===== config.mk =====
export PLATFORM = sky130hd
export DESIGN_NAME = alu_seq_addsub
export DESIGN_NICKNAME = d
export VERILOG_FILES = /design/src/rtl/alu_pkg.sv /design/src/rtl/alu_seq_addsub_cla8_cin.sv /design/src/rtl/alu_seq_addsub.sv
export SDC_FILE = /design/constraint.sdc
export NUM_CORES = 1
export LEC_CHECK = 0
export ABC_AREA = 1
export CAP_MARGIN = 40
export CORE_MARGIN = 2
export CORE_UTILIZATION = 25
export CTS_CLUSTER_DIAMETER = 200
export CTS_CLUSTER_SIZE = 8
export DETAILED_ROUTE_END_ITERATION = 8
export PLACE_DENSITY = 0.52
export SLEW_MARGIN = 0
export SYNTH_ARGS = -nofsm -noshare
export SYNTH_HDL_FRONTEND = slang
export SYNTH_HIERARCHICAL = 1
export SYNTH_SLANG_ARGS = --single-unit

===== constraint.sdc =====
create_clock -name clk -period 2.79 [get_ports clk]
set_input_delay 0.558 -clock clk [delete_from_list [all_inputs] [get_ports clk]]
set_output_delay 0.558 -clock clk [all_outputs]
set_load 0.05 [all_outputs]

===== src/rtl/alu_pkg.sv =====
// rtl/alu_pkg.sv - shared state encoding, flag indices and pass width for the sequential add/sub stage
package alu_pkg;

    localparam int W_BYTE = 8;

    localparam logic [1:0] IDLE = 2'd0;
    localparam logic [1:0] LO   = 2'd1;
    localparam logic [1:0] HI   = 2'd2;
    localparam logic [1:0] DONE = 2'd3;

    typedef enum logic [1:0] {
        S_IDLE = IDLE,
        S_LO   = LO,
        S_HI   = HI,
        S_DONE = DONE
    } state_t;

    localparam int FLAG_C = 0;
    localparam int FLAG_V = 1;
    localparam int FLAG_N = 2;
    localparam int FLAG_Z = 3;

    function automatic logic [3:0] pack_flags(input logic c, input logic v,
                                              input logic n, input logic z);
        logic [3:0] f;
        f         = '0;
        f[FLAG_C] = c;
        f[FLAG_V] = v;
        f[FLAG_N] = n;
        f[FLAG_Z] = z;
        return f;
    endfunction

endpackage


===== src/rtl/alu_seq_addsub_cla8_cin.sv =====
// rtl/alu_seq_addsub_cla8_cin.sv - 8-bit carry-lookahead add slice with carry in, carry out and signed overflow
module cla8_cin
    import alu_pkg::*;
(
    input  logic [W_BYTE-1:0] a,
    input  logic [W_BYTE-1:0] b,
    input  logic              cin,
    output logic [W_BYTE-1:0] s,
    output logic              cout,
    output logic              overflow
);

    logic [W_BYTE-1:0] p;
    logic [W_BYTE-1:0] g;
    logic [W_BYTE:0]   c;

    assign p = a ^ b;
    assign g = a & b;

    // Each carry is a flat sum of products over the generate/propagate terms
    always_comb begin
        logic gen_term;
        logic prop_run;
        c    = '0;
        c[0] = cin;
        for (int i = 0; i < W_BYTE; i++) begin
            gen_term = 1'b0;
            prop_run = 1'b1;
            for (int j = i; j >= 0; j--) begin
                gen_term = gen_term | (prop_run & g[j]);
                prop_run = prop_run & p[j];
            end
            c[i+1] = gen_term | (prop_run & cin);
        end
    end

    assign s        = p ^ c[W_BYTE-1:0];
    assign cout     = c[W_BYTE];
    assign overflow = c[W_BYTE] ^ c[W_BYTE-1];

endmodule


===== src/rtl/alu_seq_addsub.sv =====
// rtl/alu_seq_addsub.sv - two-pass 8/16-bit add/sub execute stage with held result and flags; optional ALU_SEQ_CARRY_IN_EN adds in_cin
module alu_seq_addsub #(
    parameter int W_BYTE = 8
) (
    input  logic        clk,
    input  logic        rst,
    input  logic        in_valid,
    output logic        in_ready,
    input  logic        in_sub,
    input  logic        in_wide,
`ifdef ALU_SEQ_CARRY_IN_EN
    input  logic        in_cin,
`endif
    input  logic [15:0] in_a,
    input  logic [15:0] in_b,
    output logic        out_valid,
    input  logic        out_ready,
    output logic [15:0] out_res,
    output logic        out_c,
    output logic        out_v,
    output logic        out_n,
    output logic        out_z
);
    import alu_pkg::*;

    state_t              state;
    logic [15:0]         a_q;
    logic [15:0]         b_q;
    logic                sub_q;
    logic                wide_q;
    logic [W_BYTE-1:0]   lo_res;
    logic                lo_c;
    logic                lo_v;
    logic [3:0]          flags_q;

    logic [W_BYTE-1:0]   add_a;
    logic [W_BYTE-1:0]   add_b;
    logic                add_cin;
    logic                lo_cin;
    logic [W_BYTE-1:0]   sum;
    logic                cout;
    logic                ovf;

`ifdef ALU_SEQ_CARRY_IN_EN
    logic                cin_q;
    assign lo_cin = cin_q;
`else
    assign lo_cin = sub_q;
`endif

    // Single adder slice is time-shared: low byte in LO, high byte in HI
    always_comb begin
        logic [W_BYTE-1:0] b_sel;
        if (state == S_HI) begin
            add_a   = a_q[15:8];
            b_sel   = b_q[15:8];
            add_cin = lo_c;
        end else begin
            add_a   = a_q[7:0];
            b_sel   = b_q[7:0];
            add_cin = lo_cin;
        end
        add_b = sub_q ? ~b_sel : b_sel;
    end

    cla8_cin u_cla (
        .a        (add_a),
        .b        (add_b),
        .cin      (add_cin),
        .s        (sum),
        .cout     (cout),
        .overflow (ovf)
    );

    always_ff @(posedge clk) begin
        if (rst) begin
            state     <= S_IDLE;
            in_ready  <= 1'b1;
            out_valid <= 1'b0;
            out_res   <= '0;
            flags_q   <= '0;
            a_q       <= '0;
            b_q       <= '0;
            sub_q     <= 1'b0;
            wide_q    <= 1'b0;
            lo_res    <= '0;
            lo_c      <= 1'b0;
            lo_v      <= 1'b0;
`ifdef ALU_SEQ_CARRY_IN_EN
            cin_q     <= 1'b0;
`endif
        end else begin
            case (state)
                S_IDLE: begin
                    if (in_valid && in_ready) begin
                        a_q      <= in_a;
                        b_q      <= in_b;
                        sub_q    <= in_sub;
                        wide_q   <= in_wide;
`ifdef ALU_SEQ_CARRY_IN_EN
                        cin_q    <= in_cin;
`endif
                        in_ready <= 1'b0;
                        state    <= S_LO;
                    end
                end
                S_LO: begin
                    lo_res <= sum;
                    lo_c   <= cout;
                    lo_v   <= ovf;
                    if (wide_q) begin
                        state <= S_HI;
                    end else begin
                        out_res   <= {8'h00, sum};
                        flags_q   <= pack_flags(cout, ovf, sum[W_BYTE-1], sum == '0);
                        out_valid <= 1'b1;
                        state     <= S_DONE;
                    end
                end
                S_HI: begin
                    out_res   <= {sum, lo_res};
                    flags_q   <= pack_flags(cout, ovf, sum[W_BYTE-1],
                                            (sum == '0) && (lo_res == '0));
                    out_valid <= 1'b1;
                    state     <= S_DONE;
                end
                S_DONE: begin
                    // Result and flags stay held after the handshake; only out_valid drops
                    if (out_ready) begin
                        out_valid <= 1'b0;
                        in_ready  <= 1'b1;
                        state     <= S_IDLE;
                    end
                end
                default: begin
                    state     <= S_IDLE;
                    in_ready  <= 1'b1;
                    out_valid <= 1'b0;
                end
            endcase
        end
    end

    assign out_c = flags_q[FLAG_C];
    assign out_v = flags_q[FLAG_V];
    assign out_n = flags_q[FLAG_N];
    assign out_z = flags_q[FLAG_Z];

endmodule


After elaboration in Yosys (flattened, before gate mapping)
Cells that the tools add are included.
{"block": "word_totals", "reg_bits": 67, "output_inout_bits": 22, "wordCells": 153}
{"block": "op_classes", "eq_ne": 6, "n_mux": 18, "bitwise": 105, "reduce_logical": 13}
{"cell": "$and 1x1->1", "count": 64}
{"cell": "$or 1x1->1", "count": 36}
{"cell": "$pmux 16 s2", "count": 1}
{"cell": "$mux 8", "count": 3}
{"cell": "$logic_not 8->1", "count": 2}
{"cell": "$mux 16", "count": 1}
{"cell": "$xor 8x8->8", "count": 2}
{"cell": "$and 8x8->8", "count": 1}
{"cell": "$not 8->8", "count": 1}
{"cell": "$pmux 2 s4", "count": 1}
{"cell": "$pmux 4 s2", "count": 1}
{"cell": "$mux 1", "count": 6}
{"cell": "$ne 2x2->1 const B", "count": 3}
{"cell": "$reduce_and 2->1", "count": 3}
{"cell": "$reduce_and 3->1", "count": 2}
{"cell": "$eq 2x2->1 const B", "count": 2}
{"cell": "$mux 2", "count": 2}
{"cell": "$mux 4", "count": 1}
{"cell": "$reduce_bool 2->1", "count": 2}
{"cell": "$pmux 1 s3", "count": 1}
{"cell": "$reduce_bool 3->1", "count": 1}
{"cell": "$eq 2x1->1 const B", "count": 1}
{"cell": "$logic_and 1x1->1", "count": 2}
{"cell": "$logic_not 2->1", "count": 1}
{"cell": "other kinds (2)", "count": 2}

Depth between registers and ports, before layout
Gate-level depths: netlist of the first run.
{"block": "depth", "word_depth": 17, "depth_mapped": 23}

Hierarchy
The synthesis of the first run kept the hierarchy.
{"module": "alu_seq_addsub", "instances": 1, "cells_each": 383, "area_per_inst_um2": 2899.0}
{"module": "cla8_cin", "instances": 1, "cells_each": 81, "area_per_inst_um2": 490.5}

Least setup slack after synthesis of the first run
Ideal clock, no wire load.
{"block": "synth_path", "kind": "reg2reg", "from": "reg state[0]", "to": "reg flags_q[3]", "t_arrival_ns": 2.653, "required_time_ns": 2.720, "slack_ns": 0.067, "stages_incl_launch_ff": 24, "path_buffers": 3, "synth_period_minus_slack_ns": 2.723, "path_cell_list": "dfxtp_1 -> inv_1 -> ha_1 -> buf_6 -> buf_4 -> buf_2 -> nand2_1 -> o21ai_0 -> ha_1 -> nand3_1 -> nand3b_1 -> nor2_1 -> nand2_2 -> nand2_2 -> nand2_2 -> nand2_1 -> nand2_1 -> inv_1 -> nand2_1 -> nor2_1 -> nand2_1 -> nor2_1 -> nand2_1 -> a21oi_1"}
{"element": "start: declaration", "line": "alu_seq_addsub.sv:26", "source": "state_t state;"}
{"element": "start signal: assignment", "line": "alu_seq_addsub.sv:77", "source": "state <= S_IDLE;"}
{"element": "start signal: assignment", "line": "alu_seq_addsub.sv:104", "source": "state <= S_LO;"}
{"element": "start signal: assignment", "line": "alu_seq_addsub.sv:112", "source": "state <= S_HI;"}
{"element": "$eq 2x2->1 (*)", "line": "alu_seq_addsub.sv:54", "source": "if (state == S_HI) begin"}
{"element": "$mux 8 (*)", "line": "alu_seq_addsub.sv:54"}
{"element": "via add_a[4]", "line": "alu_seq_addsub.sv:36", "source": "logic [W_BYTE-1:0] add_a;"}
{"element": "$and 8x8->8 or $xor 8x8->8 (tied branches)", "line": "alu_seq_addsub_cla8_cin.sv:18, alu_seq_addsub_cla8_cin.sv:17"}
{"element": "$and 1x1->1 (on tied branches)", "line": "alu_seq_addsub_cla8_cin.sv:30, alu_seq_addsub_cla8_cin.sv:31"}
{"element": "$or 1x1->1 (tied with other cells) (4 in a row)", "line": "alu_seq_addsub_cla8_cin.sv:30", "source": "gen_term = gen_term | (prop_run & g[j]);"}
{"element": "$or 1x1->1 or $and 1x1->1 (tied branches)", "line": "alu_seq_addsub_cla8_cin.sv:30, alu_seq_addsub_cla8_cin.sv:33"}
{"element": "$or 1x1->1 (*)", "line": "alu_seq_addsub_cla8_cin.sv:33", "source": "c[i+1] = gen_term | (prop_run & cin);"}
{"element": "$xor 8x8->8 (*)", "line": "alu_seq_addsub_cla8_cin.sv:37", "source": "assign s = p ^ c[W_BYTE-1:0];"}
{"element": "via sum[7]", "line": "alu_seq_addsub.sv:40", "source": "logic [W_BYTE-1:0] sum;"}
{"element": "$logic_not 8->1 (*)", "line": "alu_seq_addsub.sv:115, alu_seq_addsub.sv:123"}
{"element": "$mux 4 or $logic_and 1x1->1 (tied branches)", "line": "alu_seq_addsub.sv:111, alu_seq_addsub.sv:123"}
{"element": "$pmux 4 s2 (*)", "line": "alu_seq_addsub.sv:93", "source": "case (state)"}
{"element": "end signal: assignment", "line": "alu_seq_addsub.sv:115", "source": "flags_q <= pack_flags(cout, ovf, sum[W_BYTE-1], sum == '0);"}
{"element": "end signal: assignment", "line": "alu_seq_addsub.sv:122", "source": "flags_q <= pack_flags(cout, ovf, sum[W_BYTE-1],"}
{"element": "end: declaration", "line": "alu_seq_addsub.sv:34", "source": "logic [3:0] flags_q;"}
The timed path passes the listed nets; every way through them passes the cells marked *. The select of a mux whose other input is x is not followed.
A chain may end at the register's enable or synchronous reset.

Worst setup path after layout of the first run
{"block": "layout_path", "from": "reg state[0]", "to": "reg flags_q[3]"}
{"block": "layout_via", "elab_chain_len": 17}
{"element": "$eq 2x2->1 (*)", "line": "alu_seq_addsub.sv:54"}
{"element": "$mux 8 (*)", "line": "alu_seq_addsub.sv:54"}
{"element": "$not 8->8", "line": "alu_seq_addsub.sv:63", "source": "add_b = sub_q ? ~b_sel : b_sel;"}
{"element": "$mux 8 (*)", "line": "alu_seq_addsub.sv:63"}
{"element": "via add_b[5]", "line": "alu_seq_addsub.sv:37", "source": "logic [W_BYTE-1:0] add_b;"}
{"element": "$and 8x8->8 or $xor 8x8->8 (tied branches)", "line": "alu_seq_addsub_cla8_cin.sv:18, alu_seq_addsub_cla8_cin.sv:17"}
{"element": "$and 1x1->1 (on tied branches)", "line": "alu_seq_addsub_cla8_cin.sv:30, alu_seq_addsub_cla8_cin.sv:31"}
{"element": "$or 1x1->1 (tied with other cells) (5 in a row)", "line": "alu_seq_addsub_cla8_cin.sv:30"}
{"element": "$or 1x1->1 or $and 1x1->1 (tied branches)", "line": "alu_seq_addsub_cla8_cin.sv:30, alu_seq_addsub_cla8_cin.sv:33"}
{"element": "$or 1x1->1 (*)", "line": "alu_seq_addsub_cla8_cin.sv:33"}
{"element": "$xor 8x8->8 (*)", "line": "alu_seq_addsub_cla8_cin.sv:37"}
{"element": "via sum[7]", "line": "alu_seq_addsub.sv:40"}
{"element": "$logic_not 8->1 (*)", "line": "alu_seq_addsub.sv:115, alu_seq_addsub.sv:123"}
{"element": "$mux 4 or $logic_and 1x1->1 (tied branches)", "line": "alu_seq_addsub.sv:111, alu_seq_addsub.sv:123"}
{"element": "$pmux 4 s2 (*)", "line": "alu_seq_addsub.sv:93"}
Marked as above.

==> qor.csv, run 1 <==
stage,metric,value,unit
worst_setup_path,Crit Path Category,reg2reg,
grt,initial antenna violation count,0,
power_and_ir_drop,Seq pwr share,24.1,%
sta,Worst Skew,5.57,ps
grt,first-pass GRT wire length,14.3,mm
grt,largest net degree at the start of global routing,70,
layout,"most common cell after layout, fill and taps aside",a21oi_1,
drt,vias per cell,4.34,
clocking,CTS tree,done,
worst_setup_path,Reg2Reg Depth,21,
synthesis,#FFs+latches synth,67,
clocking,cts bufs inserted,9,
synthesis,Mapped Cells,464,
power_and_ir_drop,clock power share,17.9,%
layout,layout cell share with drive strength beyond 1,15.9,%
worst_hold_path,HP Class,reg2reg,
floorplanning,Top Ports,60,
synthesis,"Net Count, Synth",516,
layout,Area Overhead vs Synth,38.2,%
grt,grt total ovfl,0,
worst_hold_path,Worst Hold Path EP,a_q[11],
floorplanning,chip height,120,um
worst_hold_path,Hold Crit Start,a_q[11],
floorplanning,site row count,42,
flow_run,Max Cap Violations,0,
sta,worst slew pin tran,732,ps
worst_setup_path,CP required,3060,ps
power_and_ir_drop,Int Pwr,3.40,mW
power_and_ir_drop,leakage,1.97,nW
sta,period utilisation layout,95.5,%
worst_setup_path,Setup crit start kind,register,
layout,Ant. Diodes,0,
worst_setup_path,CP Capture Type,register,
placed_design,port buffer count,59,
sta,Fmax,0.375,GHz
floorplanning,die area,14500,um^2
synthesis,ys async rst share,0,%
drt,total number of vias,3079,
synthesis,"Warnings, synthesis",6,
power_and_ir_drop,Max IR drop VDD,0.673,mV
worst_setup_path,CP cell instances,"inv_2, ha_4, buf_12, nand2_2, o21ai_4, xor2_1, ha_2, nand3_2, nor2_2, nor2_1, nand2_2, nand2_4, nand3_2, nand2_2, inv_2, nand2_1, nor2_1, nand2_1, nor2_1, nand2_1, a21oi_2",
synthesis,dominant synthesized flop cell,dfxtp_1,
synthesis,top cell type by total area after synthesis,dfxtp_1,
clocking,H-tree Lvls,3,
worst_setup_path,worst path arrival time,2940,ps
clocking,Clock Sink Count,67,
clocking,CTS max path bufs,2,
layout,most frequent cells in the layout,"71 x a21oi_1, 65 x dfxtp_1, 63 x nand2_1, 59 x clkdlybuf4s50_1, 58 x o21ai_0",
power_and_ir_drop,Sw Share,45.7,%
worst_setup_path,CP max stage cell,ha_2,
floorplanning,initial core utilization,25.6,%
drt,DRC,0,
clocking,"Hold-fix buffers, CTS",0,
placed_design,hpwl dp,6.24,mm
worst_setup_path,critical path peak fanout,8,
worst_setup_path,RR Startpoint,state[0],
drt,WL per Instance,12.2,um
clocking,Clock transition at path regs,60,ps
sta,endpoints failing setup,0,
placed_design,Final Wtd Congestion,0.771,
layout,utilization after layout,35.4,%
worst_setup_path,worst reg-to-reg setup slack,120,ps
synthesis,number of flops mapped to enable cells by yosys,0,
power_and_ir_drop,combinational share of power,58.0,%
clocking,clock root buffer,clkbuf_16,
synthesis,Yosys cell types,28,
sta,Slew headroom,51.1,%
synthesis,Area contributors post-synth,"dfxtp_1 40%, a21oi_1 11%, o21ai_0 9.6%",
status,outcome,"finished, final reports clean",
synthesis,synthesized area,3390,um^2
floorplanning,core area,13200,um^2
power_and_ir_drop,power after layout,6.27,mW
power_and_ir_drop,P per Cell Area,1340,nW/um^2
sta,final hold slack,444,ps
sta,Period minus WS final,2670,ps
worst_setup_path,FF-to-FF End,flags_q[3],
sta,Pins Over Slew Limit,0,
synthesis,"Seq/Total Area, Yosys",39.6,%
drt,TritonRoute pass-1 iters,4,
clocking,worst-skew pair later-pin latency,330,ps
grt,via count of the first global-routing pass,3018,
sta,unrepaired setup endpoints after global routing,true,
grt,GR Util All Layers,12.3,%
drt,Routed Antenna Nets,0,
drt,"wirelength, routed",8.68,mm
sta,Final Hold Viols,0,
synthesis,Synth top area share,39.6,%
floorplanning,Die X,120,um
synthesis,"Avg Cell Area, Syn",7.30,um^2
drt,DR iter-0 viols,175,
layout,Layout Nets,581,
worst_setup_path,crit-path max cell delay,420,ps
worst_hold_path,WHS Path Cells,2,
power_and_ir_drop,NetSw,2.87,mW
[critical path, delay by kind of cell (launching register included)]
kind | cells | cell delay [ps]
AND/OR/NAND/NOR | 13 | 1110
buffers and inverters | 3 | 240
AO/OA/AOI/OAI | 2 | 180
flip-flops | 1 | 330
XOR/XNOR | 1 | 140
adder cells (fa/ha/maj) | 2 | 600
[kinds of logic (layout without fill, tap and decap cells)]
| logic type | count (synthesis) | count (layout) | synth area share (%) |
|---|---|---|---|
| simple gates | 127 | 127 | 16.8 |
| buf+inv | 93 | 163 | 12.5 |
| xor+xnor | 12 | 12 | 3.10 |
| flops | 67 | 67 | 39.6 |
| compound gates | 151 | 151 | 22.6 |
| fa+ha+maj | 14 | 14 | 5.39 |
[registers in the layout, indices dropped and copies added (netlist names)]
name and count:
flags_q 4, lo_res 8, lo_c 1, wide_q 1, in_ready 1, out_res 16
a_q 16, state 2, lo_cin 1, b_q 16, out_valid 1
[per-stage QoR]
step / TNS [ps] / instance area [um^2] / worst slack (ps) / instances
floorplan: 0 / 3390 / 66.5 / 464
global placement: 0 / 4160 / 72.5 / 687
detailed placement: 0 / 4160 / 16.8 / 687
CTS: 0 / 4450 / 11.1 / 703
global route: -110 / 4690 / -56.6 / 710
finish: 0 / 4690 / 124 / 710
[per-layer routing]
metal / track usage [%] / vias to the layer above / wire, um
met5: 0 / - / 0
met4: 4.80 / 0 / 141
met3: 3.02 / 10 / 311
met2: 20.2 / 53 / 4180
met1: 15.4 / 1384 / 4050
li1: - / 1632 / -
[how the worst max path moves through the flow]
stage                   from    endpoint  slack [ps]  cells after the start
global route        state[0]  flags_q[3]         -60                     21
detailed placement  state[0]  flags_q[3]          20                     19
floorplan           state[0]  flags_q[3]          70                     23
CTS                 state[0]  flags_q[3]          10                     19
global placement    state[0]  flags_q[3]          70                     19
finish              state[0]  flags_q[3]         120                     21
[repair_timing]
action	in CTS	in global routing
setup endpoints to repair	0	11
setup buffers	0	5
gates resized for setup	0	46
[power by group through the flow]
stage | Sequential [mW] | Combinational [mW] | Clock (mW)
6_report | 1.51 | 3.64 | 1.12
5_1_grt | 1.56 | 4.01 | 1.19
4_1_cts | 1.50 | 3.28 | 1.14
3_5_place_dp | 1.51 | 3.26 | 0
3_3_place_gp | 1.51 | 3.23 | 0
2_1_floorplan | 1.90 | 1.94 | 0
[cell type report]
type                    instances  area (um^2)
fillers                      1403         8560
multi-input cells             304         1770
flip-flops and latches         67         1340
repair buffers                 82          815
inverters                      65          246
clock buffers                  11          243
well taps                     176          220
clock inverters                 5         52.6
[Yosys cell counts (9+ instances only)]
cell type and number:
a21oi_1 74, buf_2 9, clkbuf_1 9, dfxtp_1 67, ha_1 13, inv_1 61
nand2_1 69, nand3_1 20, nor2_1 24, o21ai_0 65, o21ai_1 9, xor2_1 12
No activity file was read; power rests on OpenSTA's default activity.
==> run 2, diff against run 1 <==
Settings changed: CORE_MARGIN 2 to default.
==> run 2 against run 1 <==
  * Power grew 3.1%
  * Final cell count grew 0.99%
  * Core utilization grew 0.43 points
  * Design area grew 1.2%
  * Combinational power is 2% higher
  * Critical endpoint is now out_res[6]
  * Largest power group unchanged
==> qor.csv, run 2 (same netlist as run 1, synthesis figures left out) <==
stage,metric,value,unit,change
clocking,worst-skew pair later-pin latency,330,ps,about the same
sta,worst slew pin tran,571,ps,-161 ps
layout,layout cell share with drive strength beyond 1,16.8,%,+0.90 points
power_and_ir_drop,Int Pwr,3.60,mW,+5.8%
layout,Ant. Diodes,0,,unchanged
floorplanning,die area,14000,um^2,-3.3%
worst_setup_path,worst reg-to-reg setup slack,160,ps,+40 ps
clocking,CTS tree,done,,
floorplanning,initial core utilization,25.6,%,unchanged
worst_setup_path,CP Capture Type,register,,
sta,Final Hold Viols,0,,unchanged
drt,total number of vias,3075,,-0.13%
power_and_ir_drop,power after layout,6.46,mW,+3.1%
sta,Worst Skew,5.35,ps,-0.215 ps
grt,met1 Resource Use GR,14.9,%,-0.56 points
power_and_ir_drop,combinational share of power,57.7,%,-0.3 points
grt,routing usage on met3,2.94,%,-0.075 points
grt,largest net degree at the start of global routing,70,,unchanged
worst_setup_path,CP required,3050,ps,about the same
drt,DRC,0,,unchanged
worst_setup_path,RR Startpoint,state[0],,
power_and_ir_drop,leakage,1.99,nW,+1.0%
worst_setup_path,FF-to-FF End,out_res[6],,
layout,Area Overhead vs Synth,39.9,%,
power_and_ir_drop,Seq pwr share,23.3,%,-0.8 points
layout,post-route cell area,4740,um^2,+1.2%
clocking,clock root buffer,clkbuf_16,,
placed_design,port buffer count,59,,unchanged
clocking,"Hold-fix buffers, CTS",0,,unchanged
floorplanning,site row count,42,,unchanged
grt,grt total ovfl,0,,unchanged
layout,Layout Nets,588,,+1.2%
sta,Period minus WS final,2630,ps,-36.6 ps
status,outcome,"finished, final reports clean",,
placed_design,hpwl dp,6.09,mm,-2.5%
sta,Pins Over Slew Limit,0,,unchanged
grt,initial antenna violation count,0,,unchanged
grt,first-pass GRT wire length,13.4,mm,-6.6%
layout,most frequent cells in the layout,"71 x a21oi_1, 65 x dfxtp_1, 64 x nand2_1, 59 x clkdlybuf4s50_1, 56 x inv_1",,
layout,FILL cells,1409,,+0.43%
sta,final hold slack,444,ps,-0.621 ps
clocking,cts bufs inserted,9,,unchanged
worst_hold_path,HP Class,reg2reg,,
layout,top flop regs,"a_q (16), b_q (16), out_res (16)",,
grt,GRT Max-Usage Layer,met2,,
sta,Fmax,0.380,GHz,+1.4%
sta,Slew headroom,61.9,%,+11 points
worst_setup_path,end of the critical path,out_res[6],,
drt,TritonRoute pass-1 iters,4,,unchanged
floorplanning,core area,13200,um^2,unchanged
grt,met2 Use GR,20.0,%,-0.23 points
power_and_ir_drop,NetSw,2.86,mW,about the same
sta,endpoints failing setup,0,,unchanged
sta,fin worst setup slack,161,ps,+36.6 ps
flow_run,Max Cap Violations,0,,unchanged
drt,"wirelength, routed",8.46,mm,-2.5%
clocking,Clock Sink Count,67,,unchanged
worst_setup_path,Setup crit start kind,register,,
worst_hold_path,WHS Path Cells,2,,unchanged
drt,vias per cell,4.29,,-1.1%
worst_setup_path,Critical Path Start,state[0],,
placed_design,Final Wtd Congestion,0.785,,+1.8%
clocking,H-tree Lvls,3,,unchanged
floorplanning,Die X,118,um,-1.7%
grt,GR Util All Layers,12.0,%,-0.31 points
placed_design,pre-CTS WS,-18.5,ps,-35.3 ps
drt,DR iter-0 viols,135,,-23%
sta,setup TNS,0,ps,unchanged
clocking,Clock transition at path regs,60,ps,about the same
drt,Routed Antenna Nets,0,,unchanged
power_and_ir_drop,P per Cell Area,1360,nW/um^2,+1.8%
sta,period utilisation layout,94.2,%,-1.3 points
floorplanning,chip height,118,um,-1.7%
worst_setup_path,Crit Path Category,reg2reg,,
floorplanning,Top Ports,60,,unchanged
sta,unrepaired setup endpoints after global routing,true,,
power_and_ir_drop,Sw Share,44.3,%,-1.4 points
layout,"most common cell after layout, fill and taps aside",a21oi_1,,
worst_setup_path,Reg2Reg Depth,19,,-9.5%
worst_setup_path,critical path peak fanout,13,,+5
grt,via count of the first global-routing pass,2907,,-3.7%
clocking,CTS max path bufs,2,,unchanged
power_and_ir_drop,clock power share,19.1,%,+1.2 points
drt,WL per Instance,11.8,um,-3.5%
placed_design,Area after DPL,4200,um^2,+1.0%
power_and_ir_drop,Max IR drop VDD,0.542,mV,-19%
worst_setup_path,worst path arrival time,2890,ps,-50 ps
-- run 2: worst min path at each step --
stage / from / end
2_1_floorplan: b_q[10] / b_q[10]
3_3_place_gp: b_q[15] / b_q[15]
3_5_place_dp: a_q[15] / a_q[15]
4_1_cts: a_q[15] / a_q[15]
5_1_grt: b_q[7] / b_q[7]
6_report: a_q[15] / a_q[15]
-- run 2: area by class of cell --
class,instances,area [um^2],share of cell area (%)
multi-input cells,304,1730,36.4
flip-flops and latches,67,1340,28.3
repair buffers,89,880,18.5
inverters,65,246,5.20
clock buffers,10,239,5.04
well taps,176,220,4.64
clock inverters,6,88.8,1.87
-- run 2: power by group through the flow --
stage	clock network (mW)	logic (mW)	registers [mW]
5_1_grt	1.30	4.13	1.54
3_3_place_gp	0	3.28	1.51
6_report	1.23	3.73	1.50
4_1_cts	1.25	3.30	1.49
3_5_place_dp	0	3.29	1.51
2_1_floorplan	0	1.94	1.90
-- run 2: worst max-delay path: stages (launching register included) --
cell and delay [ps]:
dfxtp_2 330, inv_2 50, ha_4 180, buf_4 140, clkbuf_16 160, nand2_1 60
o21ai_0 90, ha_1 300, buf_4 120, nand3_2 90, nor2_1 110, nand2_1 70
nand2_2 90, xor2_2 190, inv_2 60, buf_4 130, buf_4 120, nor2_1 80
a21oi_1 50, a21oi_1 130
-- run 2: timing repair --
item                                    CTS  global route
pin swaps                                 0            15
endpoints found under the setup margin    1            10
gates resized for setup                   1            41
gates cloned                              0             2
buffers inserted                          0             8
-- run 2: metal layers --
layer  up-vias  part of all wire, %
met2        52                   48
met4         0                 0.79
met3         6                  3.5
li1       1656                    -
met1      1361                   48
met5         -                    0
-- run 2: metrics by stage --
step	std cells	utilization, %
floorplan	464	-
global placement	691	31.7
detailed placement	691	31.7
CTS	707	34.2
global route	717	35.8
finish	717	35.8
==> run 3, diff against run 2 <==
Settings changed: PLACE_DENSITY 0.52 to 0.51, TNS_END_PERCENT from default to 100.
Clock period 2.79 ns to 2.8 ns, I/O delays scaled along.
==> run 3 against run 2 <==
  * Maximum frequency down 1.5%
  * Clock skew grew 1.3 ps
  * Register-to-register slack worse by 30 ps
  * Power is 3.5% lower
  * Final cell count down 0.70%
  * Via count rose by 0.98%
  * Sequential cell count did not move
  * Non-clock buffer count decreased by 5
  * First-iteration DRC count rose by 24%
  * Core utilization decreased by 0.48 points
  * Worst hold slack got worse by 1.8 ps
  * Largest power group unchanged
==> qor.csv, run 3 (same netlist as run 1, synthesis figures left out) <==
stage,metric,value,unit,change
layout,most frequent cells in the layout,"72 x a21oi_1, 65 x dfxtp_1, 64 x nand2_1, 59 x clkdlybuf4s50_1, 58 x o21ai_0",,
grt,via count of the first global-routing pass,3085,,+6.1%
layout,"most common cell after layout, fill and taps aside",a21oi_1,,
placed_design,DP Cell Count,689,,-0.29%
worst_setup_path,CP Capture Type,register,,
clocking,Clock Sink Count,67,,unchanged
drt,total number of vias,3105,,+0.98%
placed_design,port buffer count,59,,unchanged
clocking,H-tree Lvls,3,,unchanged
sta,Period minus WS final,2670,ps,+39.0 ps
drt,WL per Instance,11.8,um,about the same
clocking,clock root buffer,clkbuf_16,,
placed_design,hpwl dp,6.22,mm,+2.1%
clocking,cts bufs inserted,9,,unchanged
layout,Non-Filler Instances,712,,-0.70%
floorplanning,initial core utilization,25.6,%,unchanged
power_and_ir_drop,P per Cell Area,1330,nW/um^2,-2.2%
drt,DRC,0,,unchanged
sta,worst slew pin tran,617,ps,+46.0 ps
worst_setup_path,worst path arrival time,2930,ps,+40 ps
sta,endpoints failing setup,0,,unchanged
grt,GR Util All Layers,12.3,%,+0.37 points
layout,top flop regs,"a_q (16), b_q (16), out_res (16)",,
sta,Fmax,0.375,GHz,-1.5%
floorplanning,site row count,42,,unchanged
drt,vias per cell,4.36,,+1.7%
power_and_ir_drop,leakage,1.96,nW,-1.3%
status,outcome,"finished, final reports clean",,
sta,Pins Over Slew Limit,0,,unchanged
grt,largest net degree at the start of global routing,67,,-4.3%
drt,TritonRoute pass-1 iters,4,,unchanged
layout,layout cell share with drive strength beyond 1,14.7,%,-2.1 points
sta,Worst Skew,6.68,ps,+1.33 ps
sta,Final Hold Viols,0,,unchanged
sta,period utilisation layout,95.3,%,+1.1 points
sta,setup TNS,0,ps,unchanged
clocking,Clock transition at path regs,50,ps,about the same
clocking,worst-skew pair later-pin latency,330,ps,about the same
worst_setup_path,CP required,3060,ps,about the same
grt,first-pass GRT wire length,14.0,mm,+4.5%
worst_setup_path,Setup crit start kind,register,,
worst_hold_path,Hold Crit Start,a_q[10],,
drt,"wirelength, routed",8.41,mm,-0.65%
clocking,CTS tree,done,,
drt,Routed Antenna Nets,0,,unchanged
floorplanning,die area,14000,um^2,unchanged
sta,unrepaired setup endpoints after global routing,true,,
drt,DR iter-0 viols,168,,+24%
worst_setup_path,Critical Path Start,state[0],,
layout,Ant. Diodes,0,,unchanged
worst_setup_path,Crit Path Category,reg2reg,,
floorplanning,Die X,118,um,unchanged
worst_setup_path,critical path peak fanout,8,,-5
clocking,"Hold-fix buffers, CTS",0,,unchanged
layout,Area Overhead vs Synth,38.1,%,
clocking,CTS max path bufs,2,,unchanged
power_and_ir_drop,Max IR drop VDD,0.531,mV,-2.0%
flow_run,Max Cap Violations,0,,unchanged
floorplanning,core area,13200,um^2,unchanged
grt,grt total ovfl,0,,unchanged
worst_hold_path,HP Class,reg2reg,,
sta,Slew headroom,58.4,%,-3.5 points
floorplanning,Top Ports,60,,unchanged
grt,initial antenna violation count,0,,unchanged
worst_setup_path,RR Startpoint,state[0],,
placed_design,Final Wtd Congestion,0.824,,+5.0%
floorplanning,chip height,118,um,unchanged
layout,Layout Nets,583,,-0.85%
## run 3: critical path, stage by stage, from the launching register on
cell	delay (ps)
dfxtp_2	330
inv_2	50
ha_4	190
buf_12	140
nand2_2	60
o21ai_2	50
xor2_1	140
ha_1	410
nand2_1	120
nand3b_1	70
nor2_1	130
nand2_2	80
nand2_2	90
nand2_2	60
nand2_2	60
nand2_2	60
inv_2	70
nand2_2	50
nor2_2	100
nand2_1	50
nor2_1	80
nand2_1	70
a21oi_2	120
## run 3: path summary, 6_finish.rpt
| path | slack, ps | depth (start not counted) | to |
|---|---|---|---|
| hold / removal | 440 | 2 | a_q[10] |
| setup reg to reg | 130 | 22 | flags_q[3] |
| hold reg to reg | 440 | 2 | a_q[10] |
| setup / recovery | 130 | 22 | flags_q[3] |
## run 3: repair_timing
action | CTS | global route
gates resized for setup | 0 | 35
setup endpoints to repair | 0 | 12
endpoints found under the hold margin | 0 | 0
buffers inserted | 0 | 5
## run 3: per-stage QoR
stage               setup slack (ps)  utilization (%)  cell area [um^2]  hold slack, ps  power [mW]
floorplan                       76.5                -              3390             423        3.83
global placement                84.9             31.7              4200             436        4.74
detailed placement              24.2             31.7              4200             436        4.77
CTS                          0.00200             34.0              4500             445        5.94
global route                    -112             35.3              4680             460        6.74
finish                           132             35.3              4680             442        6.23
## run 3: layer usage
| metal | up-vias | track usage (%) | routed length [um] |
|---|---|---|---|
| met5 | - | 0 | 0 |
| met4 | 0 | 3.80 | 99 |
| met3 | 7 | 2.99 | 317 |
| met2 | 58 | 21.7 | 3950 |
| met1 | 1402 | 14.7 | 4040 |
| li1 | 1638 | - | - |
## run 3: where the power goes
part	internal, mW	leakage, nW	switching (mW)
registers	1.31	0.552	0.192
logic	1.38	1.26	2.22
clock network	0.739	0.146	0.399
total	3.42	1.96	2.81
## run 3: final cells by class
class / count / area [um^2]
clock inverter: 3 / 46.3
tap: 176 / 220
inverter: 65 / 246
multi-input combinational: 304 / 1710
sequential: 67 / 1340
timing repair buffer: 84 / 855
fill: 1402 / 8560
clock buffer: 13 / 260
